[src/rtl/data_memory_arbiter_if.sv]
// Bundle of the CPU/debug requester ports and the data-memory port of the arbiter.
// Requesters see the master view and the arbiter sees the slave view.
interface data_memory_arbiter_if;
  logic       cpu_req;
  logic       cpu_we;
  logic [7:0] cpu_addr;
  logic [7:0] cpu_wdata;
  logic       cpu_gnt;
  logic       cpu_ack;
  logic [7:0] cpu_rdata;

  logic       dbg_req;
  logic       dbg_we;
  logic [7:0] dbg_addr;
  logic [7:0] dbg_wdata;
  logic       dbg_gnt;
  logic       dbg_ack;
  logic [7:0] dbg_rdata;

  logic [7:0] mem_address;
  logic [7:0] mem_data_in;
  logic       mem_write_enable;
  logic [7:0] mem_data_out;

  modport master (
    output cpu_req, cpu_we, cpu_addr, cpu_wdata,
    input  cpu_gnt, cpu_ack, cpu_rdata,
    output dbg_req, dbg_we, dbg_addr, dbg_wdata,
    input  dbg_gnt, dbg_ack, dbg_rdata,
    input  mem_address, mem_data_in, mem_write_enable,
    output mem_data_out
  );

  modport slave (
    input  cpu_req, cpu_we, cpu_addr, cpu_wdata,
    output cpu_gnt, cpu_ack, cpu_rdata,
    input  dbg_req, dbg_we, dbg_addr, dbg_wdata,
    output dbg_gnt, dbg_ack, dbg_rdata,
    output mem_address, mem_data_in, mem_write_enable,
    input  mem_data_out
  );
endinterface

[src/rtl/data_memory_arbiter.sv]
// Round-robin CPU/debug arbiter for one data memory: gnt one cycle after the request, ack one after that.
// Requesters stall by holding req until ack; dropping req during the grant abandons the access.
module data_memory_arbiter (
  input  logic                  clk,
  input  logic                  rst_n,
  data_memory_arbiter_if.slave  bus
);

  typedef enum logic [1:0] {
    IDLE,
    SERVE_CPU,
    SERVE_DBG,
    ACK
  } state_t;

  state_t     state;
  state_t     state_nxt;
  logic       last;
  logic       cpu_done;
  logic       dbg_done;
  logic       cpu_ack_q;
  logic       dbg_ack_q;
  logic [7:0] cpu_rdata_q;
  logic [7:0] dbg_rdata_q;

  always_ff @(posedge clk or negedge rst_n) begin
    if (!rst_n) begin
      state       <= IDLE;
      last        <= 1'b1;
      cpu_ack_q   <= 1'b0;
      dbg_ack_q   <= 1'b0;
      cpu_rdata_q <= 8'h00;
      dbg_rdata_q <= 8'h00;
    end else begin
      state     <= state_nxt;
      cpu_ack_q <= cpu_done;
      dbg_ack_q <= dbg_done;
      if (cpu_done) begin
        last <= 1'b0;
        if (!bus.cpu_we) cpu_rdata_q <= bus.mem_data_out;
      end
      if (dbg_done) begin
        last <= 1'b1;
        if (!bus.dbg_we) dbg_rdata_q <= bus.mem_data_out;
      end
    end
  end

  always_comb begin
    state_nxt            = state;
    cpu_done             = 1'b0;
    dbg_done             = 1'b0;
    bus.cpu_gnt          = 1'b0;
    bus.dbg_gnt          = 1'b0;
    bus.mem_address      = 8'h00;
    bus.mem_data_in      = 8'h00;
    bus.mem_write_enable = 1'b0;
    case (state)
      IDLE: begin
        // On a tie the port that was not served last wins.
        if (bus.cpu_req && bus.dbg_req) state_nxt = last ? SERVE_CPU : SERVE_DBG;
        else if (bus.cpu_req)           state_nxt = SERVE_CPU;
        else if (bus.dbg_req)           state_nxt = SERVE_DBG;
      end
      SERVE_CPU: begin
        bus.cpu_gnt          = 1'b1;
        bus.mem_address      = bus.cpu_addr;
        bus.mem_data_in      = bus.cpu_wdata;
        bus.mem_write_enable = bus.cpu_we & bus.cpu_req;
        cpu_done             = bus.cpu_req;
        state_nxt            = bus.cpu_req ? ACK : IDLE;
      end
      SERVE_DBG: begin
        bus.dbg_gnt          = 1'b1;
        bus.mem_address      = bus.dbg_addr;
        bus.mem_data_in      = bus.dbg_wdata;
        bus.mem_write_enable = bus.dbg_we & bus.dbg_req;
        dbg_done             = bus.dbg_req;
        state_nxt            = bus.dbg_req ? ACK : IDLE;
      end
      ACK:     state_nxt = IDLE;
      default: state_nxt = IDLE;
    endcase
  end

  assign bus.cpu_ack   = cpu_ack_q;
  assign bus.dbg_ack   = dbg_ack_q;
  assign bus.cpu_rdata = cpu_rdata_q;
  assign bus.dbg_rdata = dbg_rdata_q;

endmodule

[src/flat_wrapper.sv]
// flat-port wrapper written by rule: the top's interface ports become plain ports
module data_memory_arbiter_flat 
  (clk, rst_n, bus_cpu_req, bus_cpu_we, bus_cpu_addr, bus_cpu_wdata, bus_cpu_gnt, bus_cpu_ack, bus_cpu_rdata, bus_dbg_req, bus_dbg_we, bus_dbg_addr, bus_dbg_wdata, bus_dbg_gnt, bus_dbg_ack, bus_dbg_rdata, bus_mem_address, bus_mem_data_in, bus_mem_write_enable, bus_mem_data_out);
  data_memory_arbiter_if bus_i ();
  input  logic clk;
  input  logic rst_n;
  input wire logic [$bits(bus_i.cpu_req)-1:0] bus_cpu_req;
  input wire logic [$bits(bus_i.cpu_we)-1:0] bus_cpu_we;
  input wire logic [$bits(bus_i.cpu_addr)-1:0] bus_cpu_addr;
  input wire logic [$bits(bus_i.cpu_wdata)-1:0] bus_cpu_wdata;
  output wire logic [$bits(bus_i.cpu_gnt)-1:0] bus_cpu_gnt;
  output wire logic [$bits(bus_i.cpu_ack)-1:0] bus_cpu_ack;
  output wire logic [$bits(bus_i.cpu_rdata)-1:0] bus_cpu_rdata;
  input wire logic [$bits(bus_i.dbg_req)-1:0] bus_dbg_req;
  input wire logic [$bits(bus_i.dbg_we)-1:0] bus_dbg_we;
  input wire logic [$bits(bus_i.dbg_addr)-1:0] bus_dbg_addr;
  input wire logic [$bits(bus_i.dbg_wdata)-1:0] bus_dbg_wdata;
  output wire logic [$bits(bus_i.dbg_gnt)-1:0] bus_dbg_gnt;
  output wire logic [$bits(bus_i.dbg_ack)-1:0] bus_dbg_ack;
  output wire logic [$bits(bus_i.dbg_rdata)-1:0] bus_dbg_rdata;
  output wire logic [$bits(bus_i.mem_address)-1:0] bus_mem_address;
  output wire logic [$bits(bus_i.mem_data_in)-1:0] bus_mem_data_in;
  output wire logic [$bits(bus_i.mem_write_enable)-1:0] bus_mem_write_enable;
  input wire logic [$bits(bus_i.mem_data_out)-1:0] bus_mem_data_out;
  assign bus_i.cpu_req = bus_cpu_req;
  assign bus_i.cpu_we = bus_cpu_we;
  assign bus_i.cpu_addr = bus_cpu_addr;
  assign bus_i.cpu_wdata = bus_cpu_wdata;
  assign bus_cpu_gnt = bus_i.cpu_gnt;
  assign bus_cpu_ack = bus_i.cpu_ack;
  assign bus_cpu_rdata = bus_i.cpu_rdata;
  assign bus_i.dbg_req = bus_dbg_req;
  assign bus_i.dbg_we = bus_dbg_we;
  assign bus_i.dbg_addr = bus_dbg_addr;
  assign bus_i.dbg_wdata = bus_dbg_wdata;
  assign bus_dbg_gnt = bus_i.dbg_gnt;
  assign bus_dbg_ack = bus_i.dbg_ack;
  assign bus_dbg_rdata = bus_i.dbg_rdata;
  assign bus_mem_address = bus_i.mem_address;
  assign bus_mem_data_in = bus_i.mem_data_in;
  assign bus_mem_write_enable = bus_i.mem_write_enable;
  assign bus_i.mem_data_out = bus_mem_data_out;
  data_memory_arbiter u_core (.clk(clk), .rst_n(rst_n), .bus(bus_i));
endmodule
[config.mk]
export PLATFORM = sky130hd
export DESIGN_NAME = data_memory_arbiter_flat
export DESIGN_NICKNAME = d
export VERILOG_FILES = /design/src/rtl/data_memory_arbiter_if.sv /design/src/rtl/data_memory_arbiter.sv /design/src/flat_wrapper.sv
export SDC_FILE = /design/constraint.sdc
export NUM_CORES = 1
export LEC_CHECK = 0
export BUFFER_PORTS_ARGS = -buffer_cell sky130_fd_sc_hd__buf_2
export CORE_MARGIN = 2
export CORE_UTILIZATION = 25
export DETAILED_ROUTE_END_ITERATION = 10
export GPL_TIMING_DRIVEN = 0
export PLACE_DENSITY = 0.62
export SYNTH_ARGS = -nofsm -noshare
export SYNTH_HDL_FRONTEND = slang
export SYNTH_SLANG_ARGS = --single-unit
[constraint.sdc]
create_clock -name clk -period 1.6 [get_ports clk]
set_input_delay 0.32 -clock clk [delete_from_list [all_inputs] [get_ports clk]]
set_output_delay 0.32 -clock clk [all_outputs]
set_load 0.005 [all_outputs]
======== After elaboration in Yosys (flattened, before gate mapping) ========
Cells that the tools add are included.
cells by class
  equality and inequality tests ........... 4
  mux-type cells .......................... 16
  bitwise logic cells ..................... 4
  reductions and logical operators ........ 5
operator list
  kind                                                                    count
  8-bit one-hot mux with 2 select lines                                   2
  2-bit 2-to-1 mux                                                        6
  2-bit one-hot mux with 4 select lines                                   1
  1-bit 2-to-1 mux                                                        6
  2-bit equality test (second input constant)                             2
  4-bit by 3-bit != test with 1-bit output (second input constant)        1
  2-bit AND reduction                                                     2
  1-bit AND                                                               2
  2-bit by 1-bit equality test with 1-bit output (second input constant)  1
  2-bit zero test                                                         1
  1-bit NOT                                                               2
  1-bit one-hot mux with 2 select lines                                   1
  2-bit nonzero test                                                      1
  1-bit logical AND                                                       1
storage, ports and cells
  flip-flop bits (word level) ............. 21
  output and inout port bits .............. 37

======== Logic depth before layout (Yosys ltp) ========
Gate-level depths: netlist of run 1.
  depth in word-level cells ............... 4
  depth in mapped cells ................... 8
  depth with buffers taken out ............ 6

======== Worst setup path before layout of run 1 ========
Ideal clock, no wire load.
  path type ............................... register to output
  from .................................... register u_core.state[0]
  to ...................................... output port bus_mem_address[0]
  arrival ................................. 1.207 ns
  slack ................................... 0.073 ns
  cell stages (with the launch flop) ...... 6
  cell sequence ........................... dfrtp_1 > inv_1 > ha_1 > buf_2 > a22oi_1 > nor2b_1
between the ends
  longest elaborated chain between the ends .. 2
  elaborated cells between the ends (all ways) .. 3
  classes of those cells .................. 2 x eq/ne; 1 x mux
RTL lines
  item                                                                                          line                       source
  start, declared                                                                               data_memory_arbiter.sv:16  state_t state;
  start signal, assigned                                                                        data_memory_arbiter.sv:35  state <= state_nxt;
  2-bit equality test / 2-bit by 1-bit equality test with 1-bit output (equally long branches)  data_memory_arbiter.sv:58  case (state)
  8-bit one-hot mux with 2 select lines (*)                                                     data_memory_arbiter.sv:58
  end, declared                                                                                 flat_wrapper.sv:21         output wire logic [$bits(bus_i.mem_address)-1:0] bus_mem_address;
Every way passes the cells marked *; elsewhere a longest branch is shown, timed or not.

======== Final worst setup path of run 1 ========
  from .................................... register u_core.state[1]
  to ...................................... output port bus_mem_address[3]
The elaborated chain is that of the path after synthesis.

==> flow_metrics.tcl, run 1 <==
set metrics [dict create \
    clock_sinks 21 \
    yosys.area_share.simple 0.1366 \
    syn_to_final_growth_pct 71.96 \
    status "complete, but fails checks" \
    grt_pass1_wl_um 5471 \
    setup_viol 25 \
    async_flop_share 1.000 \
    violations "hold timing, setup timing" \
    timing.setup.tns_ns -4.029 \
    top_usage_layer "met2" \
    track_usage 0.1304 \
    vdd_drop_max_uv 1192 \
    critPathCaptureType "output pin" \
    synth_compound_area_frac 0.1346 \
    fin_crit_sh 1.140 \
    viasPerCell 4.496 \
    cp_data_required_time_ns 1.28 \
    n_fill_cell 474 \
    synthAdderAreaFrac 0.06073 \
    worstSetupStartpointType "flop" \
    multiInputGateArea_um2 825.8 \
    yosysMostFrequentCell "dfrtp_1" \
    crit_top_cell "buf_6" \
    gp_congestion 0.8180 \
    crit_fanout 5 \
    core-area_um2 4755 \
    clk_latency_ns 0.26 \
    initial_core_util 0.2600 \
    cp_top_family "flip-flops" \
    final_util 0.4471 \
    synth_cell_types 23 \
    clkTransAtPathRegs_ns 0.07 \
    grt-ovfl-total 0 \
    die_w_um 74.32 \
    die-area_um2 5523 \
    hold_path_class "in -> async" \
    crit_path_cell_trace "buf_6 > ha_4 > buf_6 > a22oi_2 > nor2b_1 > buf_2" \
    synth_common_cells "dfrtp_1 (20), a22oi_1 (16), mux2_4 (16), nor2b_1 (16), ha_1 (6)" \
    synth_area_um2 1236 \
    relSlewSlack 0.7012 \
    crit_buf_inv 3 \
    crit_slowest_cell "dfrtp_1" \
    antenna_found_initial 0 \
    worst_pin_slew_ns 0.4482 \
    rsz0062_at_grt "true" \
    ctsRootBufferMaster "clkbuf_8" \
    hold-worst-slack_ns -0.002962 \
    grt_pass1_vias 1156 \
    routed_wl_um 3742 \
    syn_avg_cell_area_um2 12.00 \
    synthCells 103 \
    r2r-start "u_core.state[1]" \
    cts_max_path_buffers 2 \
    hold_violations 4 \
    synth_warnings 0 \
    synth_edf_count 0 \
    synth_largest_area_cell "dfrtp_1" \
    fin_nets 254 \
    synth_area_leaders "dfrtp_1 (40%), mux2_4 (19%), a22oi_1 (9.7%), nor2b_1 (8.1%), ha_1 (6.1%)" \
    worstReg2RegEnd "u_core.bus.cpu_rdata[2]" \
    die-height_um 74.32 \
    synth_top_area_share 0.4049 \
    yosys_most_used_dff "dfrtp_1" \
    power.leakage_uw 0.001076 \
    seq_area_um2 528.0 \
    avgRoutedWirePerCell_um 13.96 \
    setup_ws_ns -0.2235 \
    h-tree-depth 1 \
    final_max_slew_viol_count 0 \
    drv_cap 0 \
    met3_usage 0.02710 \
    first_pass_iters 4 \
    cpPeakStageDelay_ns 0.42 \
    cts_tree "built" \
    clock.fmax_mhz 548.4 \
    synth_mux_area_frac 0.1943 \
    ys_ff_latch 21 \
    arrival_ns 1.50 \
    crit_type "reg -> out" \
    numCtsBuffers 3 \
    synth-xor-area-share 0 \
    drcViolationCount 0 \
    grtUsageMet1 0.1425 \
    power_density_nw_per_um2 1992 \
    reg2reg_depth 9 \
    syn_nets 155 \
    rrSetupSlack_ns -0.09 \
    dp_hpwl_um 2668 \
    vias 1205 \
    drtIter0Drc 38 \
    gr-usage-met2 0.2421 \
    synth_top_family_by_area "multiplexers" \
    min_period_ns 1.824 \
    ioPinCount 83 \
    antenna_left 0 \
    grt_start_max_net_pins 22 \
    yosysSeqAreaShare 0.4261 \
    power_uw 4235 \
    skew_ns 0.002659 \
    numPortBuffers 82 \
    rows 25 \
    antenna_cells 0 \
    drive_gt1_frac 0.7662 \
]
==> worst max-delay path by stage <==
stage,start,endpoint,slack (ns),cells past startpoint
floorplan,u_core.state[0],bus_mem_address[0],0.07,5
global placement,u_core.state[0],bus_mem_address[6],-0.23,5
detailed placement,u_core.state[0],bus_mem_address[2],-0.21,5
CTS,u_core.state[1],bus_mem_address[1],-0.20,6
global route,u_core.state[1],bus_mem_address[2],-0.28,6
finish,u_core.state[1],bus_mem_address[3],-0.22,6
==> placed cells by master, fill, tap and decap left out, types with 3 or more instances in the layout <==
cell,netlist,layout
buf_4,0,5
mux2_4,16,16
clkbuf_8,0,3
buf_6,3,8
nor2b_2,0,3
nor2b_1,16,12
a22oi_2,0,16
dfrtp_1,20,19
nand2b_1,4,3
ha_4,0,5
nand2_1,3,3
buf_2,2,82
buf_12,0,3
==> report_power, final <==
group,leakage [µW],switching (µW),total (µW),internal [µW]
registers,0.000252,158,960,802
clock network,0.0000255,163,336,173
logic,0.000799,1130,2940,1810
==> through the flow <==
stage | worst slack (ns) | cell area [µm²] | cells
2_1_floorplan | 0.07266 | 1236 | 103
5_1_grt | -0.2827 | 2126 | 268
6_report | -0.2235 | 2126 | 268
3_5_place_dp | -0.2122 | 1730 | 252
4_1_cts | -0.2021 | 2066 | 267
3_3_place_gp | -0.2297 | 1730 | 252
==> logic make-up (layout without fill, tap and decap cells) <==
group / after synthesis / count (layout)
buf+inv: 9 / 107
simple gates: 28 / 28
compound gates: 23 / 23
mux: 16 / 16
fa+ha+maj: 6 / 6
flops: 21 / 21
==> flip-flops by register name (all words and copies together) (netlist names) <==
| name | flops |
|---|---|
| u_core.bus.dbg_rdata | 8 |
| u_core.state | 2 |
| u_core.bus.cpu_rdata | 8 |
| u_core.last | 1 |
| u_core.bus.dbg_ack | 1 |
| u_core.bus.cpu_ack | 1 |
==> repair_timing <==
item,in CTS,in global routing
endpoints found under the setup margin,34,34
hold endpoints to repair,0,0
buffers inserted,9,2
hold buffers,0,0
pin swaps,2,3
cloned,3,0
resized for setup,42,14
==> routing by layer <==
metal | vias up | wire length, µm
met5 | - | 0
met4 | 0 | 109
met3 | 11 | 370
met2 | 90 | 1788
met1 | 545 | 1474
li1 | 559 | -
==> final cells by class <==
class / instances / share of cell area
clock buffer: 3 / 0.01942
buffer: 4 / 0.02295
tap: 67 / 0.03943
timing repair buffer: 96 / 0.2725
inverter: 3 / 0.006474
multi-input combinational: 73 / 0.3885
sequential: 21 / 0.2484
clock inverter: 1 / 0.002354
No activity file was read; power rests on OpenSTA's default activity.
==> inputs of run 2 (changes only) <==
Settings changed: CELL_PAD_IN_SITES_DETAIL_PLACEMENT set to 1, CELL_PAD_IN_SITES_GLOBAL_PLACEMENT set to 1, PLACE_DENSITY 0.62 to 0.78.
==> run 2 against run 1 <==
Compared with the run above: the run ends with setup timing left; clock-buffer cell count up 1; core utilization up 0.21 points; critical path type unchanged; flip-flop and latch count unchanged; highest routed layer unchanged; routed wire length up 8.9%; first-iteration DRC count down 79%; setup slack worse by 0.019 ns; die area unchanged.
==> flow_metrics.tcl, run 2 (synthesis results as in run 1) <==
set metrics [dict create \
    hold_path_class "in -> async" \
    skew_ns 0.001062 \
    multiInputGateArea_um2 862.1 \
    place_area_um2 1730 \
    place_ws_ns -0.2845 \
    antenna_left 0 \
    ctsRootBufferMaster "clkbuf_8" \
    dp_hpwl_um 3028 \
    hold-worst-slack_ns 0.008840 \
    viasPerCell 4.577 \
    setup_ws_ns -0.2428 \
    seq_area_um2 528.0 \
    mostFrequentLayoutCell "buf_2" \
    ioPinCount 83 \
    numCtsBuffers 3 \
    grt_start_max_net_pins 22 \
    worst_pin_slew_ns 0.4582 \
    drive_gt1_frac 0.7828 \
    fin_nets 251 \
    rows 25 \
    fin_cells 265 \
    cpPeakStageDelay_ns 0.42 \
    syn_to_final_growth_pct 72.77 \
    place_inst 252 \
    antenna_cells 0 \
    drv_cap 0 \
    met3_usage 0.03659 \
    clock_sinks 21 \
    power_density_nw_per_um2 1998 \
    initial_core_util 0.2600 \
    top_usage_layer "met2" \
    drtIter0Drc 8 \
    power.leakage_uw 0.001088 \
    power_uw 4267 \
    track_usage 0.1459 \
    die-height_um 74.32 \
    cp_data_required_time_ns 1.28 \
    avgRoutedWirePerCell_um 15.38 \
    clk_latency_ns 0.25 \
    arrival_ns 1.52 \
    status "complete, but fails checks" \
    rsz0062_at_grt "true" \
    cts_max_path_buffers 2 \
    crit_type "reg -> out" \
    final_max_slew_viol_count 0 \
    cts_tree "built" \
    fin_area_um2 2136 \
    h-tree-depth 1 \
    hold_violations 0 \
    crit_fanout 10 \
    fin_crit_sh 1.152 \
    worstSetupStartpointType "flop" \
    crit_slowest_cell "dfrtp_1" \
    gp_congestion 0.7866 \
    grt_pass1_wl_um 6210 \
    clock.fmax_mhz 542.6 \
    grt-ovfl-total 0 \
    final_cell_mix "buf_2 (82), dfrtp_1 (19), mux2_4 (16)" \
    relSlewSlack 0.6945 \
    r2r-start "u_core.state[1]" \
    cp-startpoint "u_core.state[1]" \
    drcViolationCount 0 \
    cts_hold_buffers 0 \
    antenna_found_initial 0 \
    violations "setup timing" \
    die_w_um 74.32 \
    clkTransAtPathRegs_ns 0.07 \
    routed_wl_um 4076 \
    die-area_um2 5523 \
    first_pass_iters 2 \
    core-area_um2 4755 \
    vdd_drop_max_uv 977.2 \
    n_fill_cell 557 \
    crit_path_cell_trace "buf_6 > ha_4 > buf_8 > a22oi_2 > nor2b_4 > buf_2" \
    vias 1213 \
    grt_pass1_vias 1345 \
    gr-usage-met2 0.2708 \
    grtUsageMet1 0.1560 \
    critPathCaptureType "output pin" \
    numPortBuffers 82 \
    setup_viol 25 \
    min_period_ns 1.843 \
]
run 2: power by group:
group	internal (µW)	switching, µW	leakage [µW]
clock	177	157	0.0000228
combinational	1800	1170	0.000814
sequential	802	160	0.000252
run 2: through the flow:
stage                       util  setup TNS, ns
after global placement    0.3639         -2.766
final                     0.4492         -3.970
after detailed placement  0.3639         -3.472
after CTS                 0.4255         -4.076
after floorplan                -              0
after global routing      0.4492         -5.712
run 2: timing repair:
item,in CTS,in global routing
gates resized for setup,42,26
setup buffers,9,1
pin swaps,9,5
cloned,2,0
hold endpoints to repair,0,0
endpoints found under the setup margin,34,32
run 2: path summary, 6_finish.rpt:
check	end	slack [ns]	depth (start not counted)
max	bus_mem_address[1]	-0.24	6
min	u_core.bus.cpu_rdata[3]	0.009	1
max reg2reg	u_core.bus.cpu_rdata[5]	-0.03	8
min reg2reg	u_core.bus.dbg_rdata[1]	0.51	1
max in group asynchronous	u_core.last	1.25	1
min in group clk	u_core.bus.dbg_rdata[6]	0.31	2
run 2: final cells by class:
type / instances / share of cell area
multi-input combinational: 73 / 0.4036
timing repair buffer: 93 / 0.2560
sequential: 21 / 0.2472
tap: 67 / 0.03925
buffer: 4 / 0.02636
clock buffer: 4 / 0.02109
inverter: 3 / 0.006444
run 2: critical path, delay by kind of cell, from the launching register on:
kind                       cells  cell delay (ns)
buffers and inverters          3             0.42
DFF                            1             0.42
AOI/OAI and AO/OA              1             0.20
adders and majority gates      1             0.17
and+or+nand+nor                1             0.06
run 2: metal layers:
layer | routed length [µm] | vias to the layer above | share of wire
li1 | - | 556 | -
met1 | 1499 | 570 | 0.37
met2 | 2051 | 77 | 0.50
met3 | 416 | 10 | 0.10
met4 | 108 | 0 | 0.026
met5 | 0 | - | 0
==> inputs of run 3 (changes only) <==
Settings changed: PLACE_DENSITY 0.78 to 0.75.
Clock period 1.6 ns to 2.2 ns, I/O delays scaled along.
==> run 3 against run 2 <==
Compared with the run above: the flow now finishes without violations; highest routed layer unchanged; sequential share of layout area grew 4.2 points; core utilization decreased by 6.6 points; combinational power shrank 50%; critical endpoint is now bus_mem_address[3]; final cell count shrank 3.0%; design area shrank 15%.
==> flow_metrics.tcl, run 3 (synthesis results as in run 1) <==
set metrics [dict create \
    status "finished clean" \
    worstReg2RegEnd "u_core.bus.dbg_rdata[0]" \
    antenna_found_initial 0 \
    reg2reg_depth 6 \
    r2r-start "u_core.state[0]" \
    worstSetupStartpointType "flop" \
    arrival_ns 1.61 \
    power.leakage_uw 0.0009715 \
    ioPinCount 83 \
    vdd_drop_max_uv 483.6 \
    gp_congestion 0.8041 \
    h-tree-depth 1 \
    grt_start_max_net_pins 22 \
    numCtsBuffers 3 \
    syn_to_final_growth_pct 47.47 \
    fin_crit_sh 0.9303 \
    crit_fanout 10 \
    power_uw 2424 \
    numPortBuffers 82 \
    drtIter0Drc 31 \
    n_fill_cell 585 \
    min_period_ns 2.047 \
    power_density_nw_per_um2 1330 \
    final_max_slew_viol_count 0 \
    clkTransAtPathRegs_ns 0.07 \
    initial_core_util 0.2600 \
    final_cell_mix "buf_2 (82), dfrtp_1 (19), a22oi_1 (16), nor2b_1 (16), mux2_4 (16)" \
    rrSetupSlack_ns 0.51 \
    worst_pin_slew_ns 0.4481 \
    die-height_um 74.32 \
    vias 1154 \
    crit_type "reg -> out" \
    hold_violations 0 \
    drv_cap 0 \
    clock.fmax_mhz 488.6 \
    hold_path_class "in -> async" \
    routed_wl_um 3521 \
    die-area_um2 5523 \
    grt-ovfl-total 0 \
    track_usage 0.1282 \
    antenna_left 0 \
    relSlewSlack 0.7013 \
    drive_gt1_frac 0.6211 \
    hold-worst-slack_ns 0.1170 \
    core-area_um2 4755 \
    antenna_cells 0 \
    clk_latency_ns 0.26 \
    grt_pass1_vias 1210 \
    rows 25 \
    critPathCaptureType "output pin" \
    skew_ns 0.002570 \
    drcViolationCount 0 \
    cts_hold_buffers 0 \
    grt_pass1_wl_um 5464 \
    clock_sinks 21 \
    fin_nets 243 \
    mostFrequentLayoutCell "buf_2" \
    cts_max_path_buffers 2 \
    final_util 0.3834 \
    ctsRootBufferMaster "clkbuf_8" \
    viasPerCell 4.490 \
    dp_hpwl_um 2914 \
    setup_viol 0 \
    first_pass_iters 3 \
    cts_tree "built" \
    avgRoutedWirePerCell_um 13.70 \
    die_w_um 74.32 \
    cp_data_required_time_ns 1.76 \
]
[run 3: critical path, stage by stage (launching register included)]
cell      delay (ns)
dfrtp_2         0.44
buf_4           0.15
ha_4            0.18
clkbuf_4        0.18
a22oi_1         0.20
nor2b_1         0.07
buf_2           0.13
[run 3: how the worst max path moves through the flow]
stage	from	end	slack [ns]
6_report	u_core.state[1]	bus_mem_address[3]	0.15
5_1_grt	u_core.state[1]	bus_mem_data_in[1]	-0.001
4_1_cts	u_core.state[0]	bus_mem_address[0]	0.009
3_5_place_dp	u_core.state[0]	bus_mem_address[0]	0.20
3_3_place_gp	u_core.state[0]	bus_mem_address[0]	0.17
2_1_floorplan	u_core.state[0]	bus_mem_address[0]	0.55
[run 3: power by group]
group | internal (µW) | switching (µW) | total [µW]
Sequential | 583 | 115 | 698
Clock | 126 | 121 | 247
Combinational | 858 | 621 | 1480
[run 3: cell type report]
cell class                      instances  area (µm²)  share of cell area
Inverter                                3       11.26            0.006177
Sequential cell                        21       528.0              0.2896
Multi-Input combinational cell         73       675.6              0.3706
Clock buffer                            3       41.29             0.02265
Clock inverter                          1       5.005            0.002745
Timing Repair Buffer                   83       417.9              0.2292
Buffer                                  6       60.06             0.03294
Tap cell                               67       83.83             0.04598
[run 3: timing repair]
item	4_1_cts	5_1_grt
setup buffers	0	1
endpoints found under the setup margin	11	11
hold endpoints to repair	0	0
cloned	0	0
gates resized for setup	3	11
[run 3: per-layer routing]
| metal | vias up | global-route usage | routed length (µm) |
|---|---|---|---|
| met5 | - | 0 | 0 |
| met4 | 0 | 0.03571 | 27 |
| met3 | 2 | 0.03523 | 443 |
| met2 | 78 | 0.2302 | 1666 |
| met1 | 535 | 0.1501 | 1383 |
| li1 | 539 | - | - |
[run 3: metrics by stage]
stage | worst slack (ns) | area [µm²] | std cells | TNS, ns
global placement | 0.1693 | 1730 | 252 | 0
CTS | 0.008516 | 1783 | 256 | 0
floorplan | 0.5527 | 1236 | 103 | 0
global route | -0.001385 | 1823 | 257 | -0.001385
detailed placement | 0.1984 | 1730 | 252 | 0
finish | 0.1534 | 1823 | 257 | 0
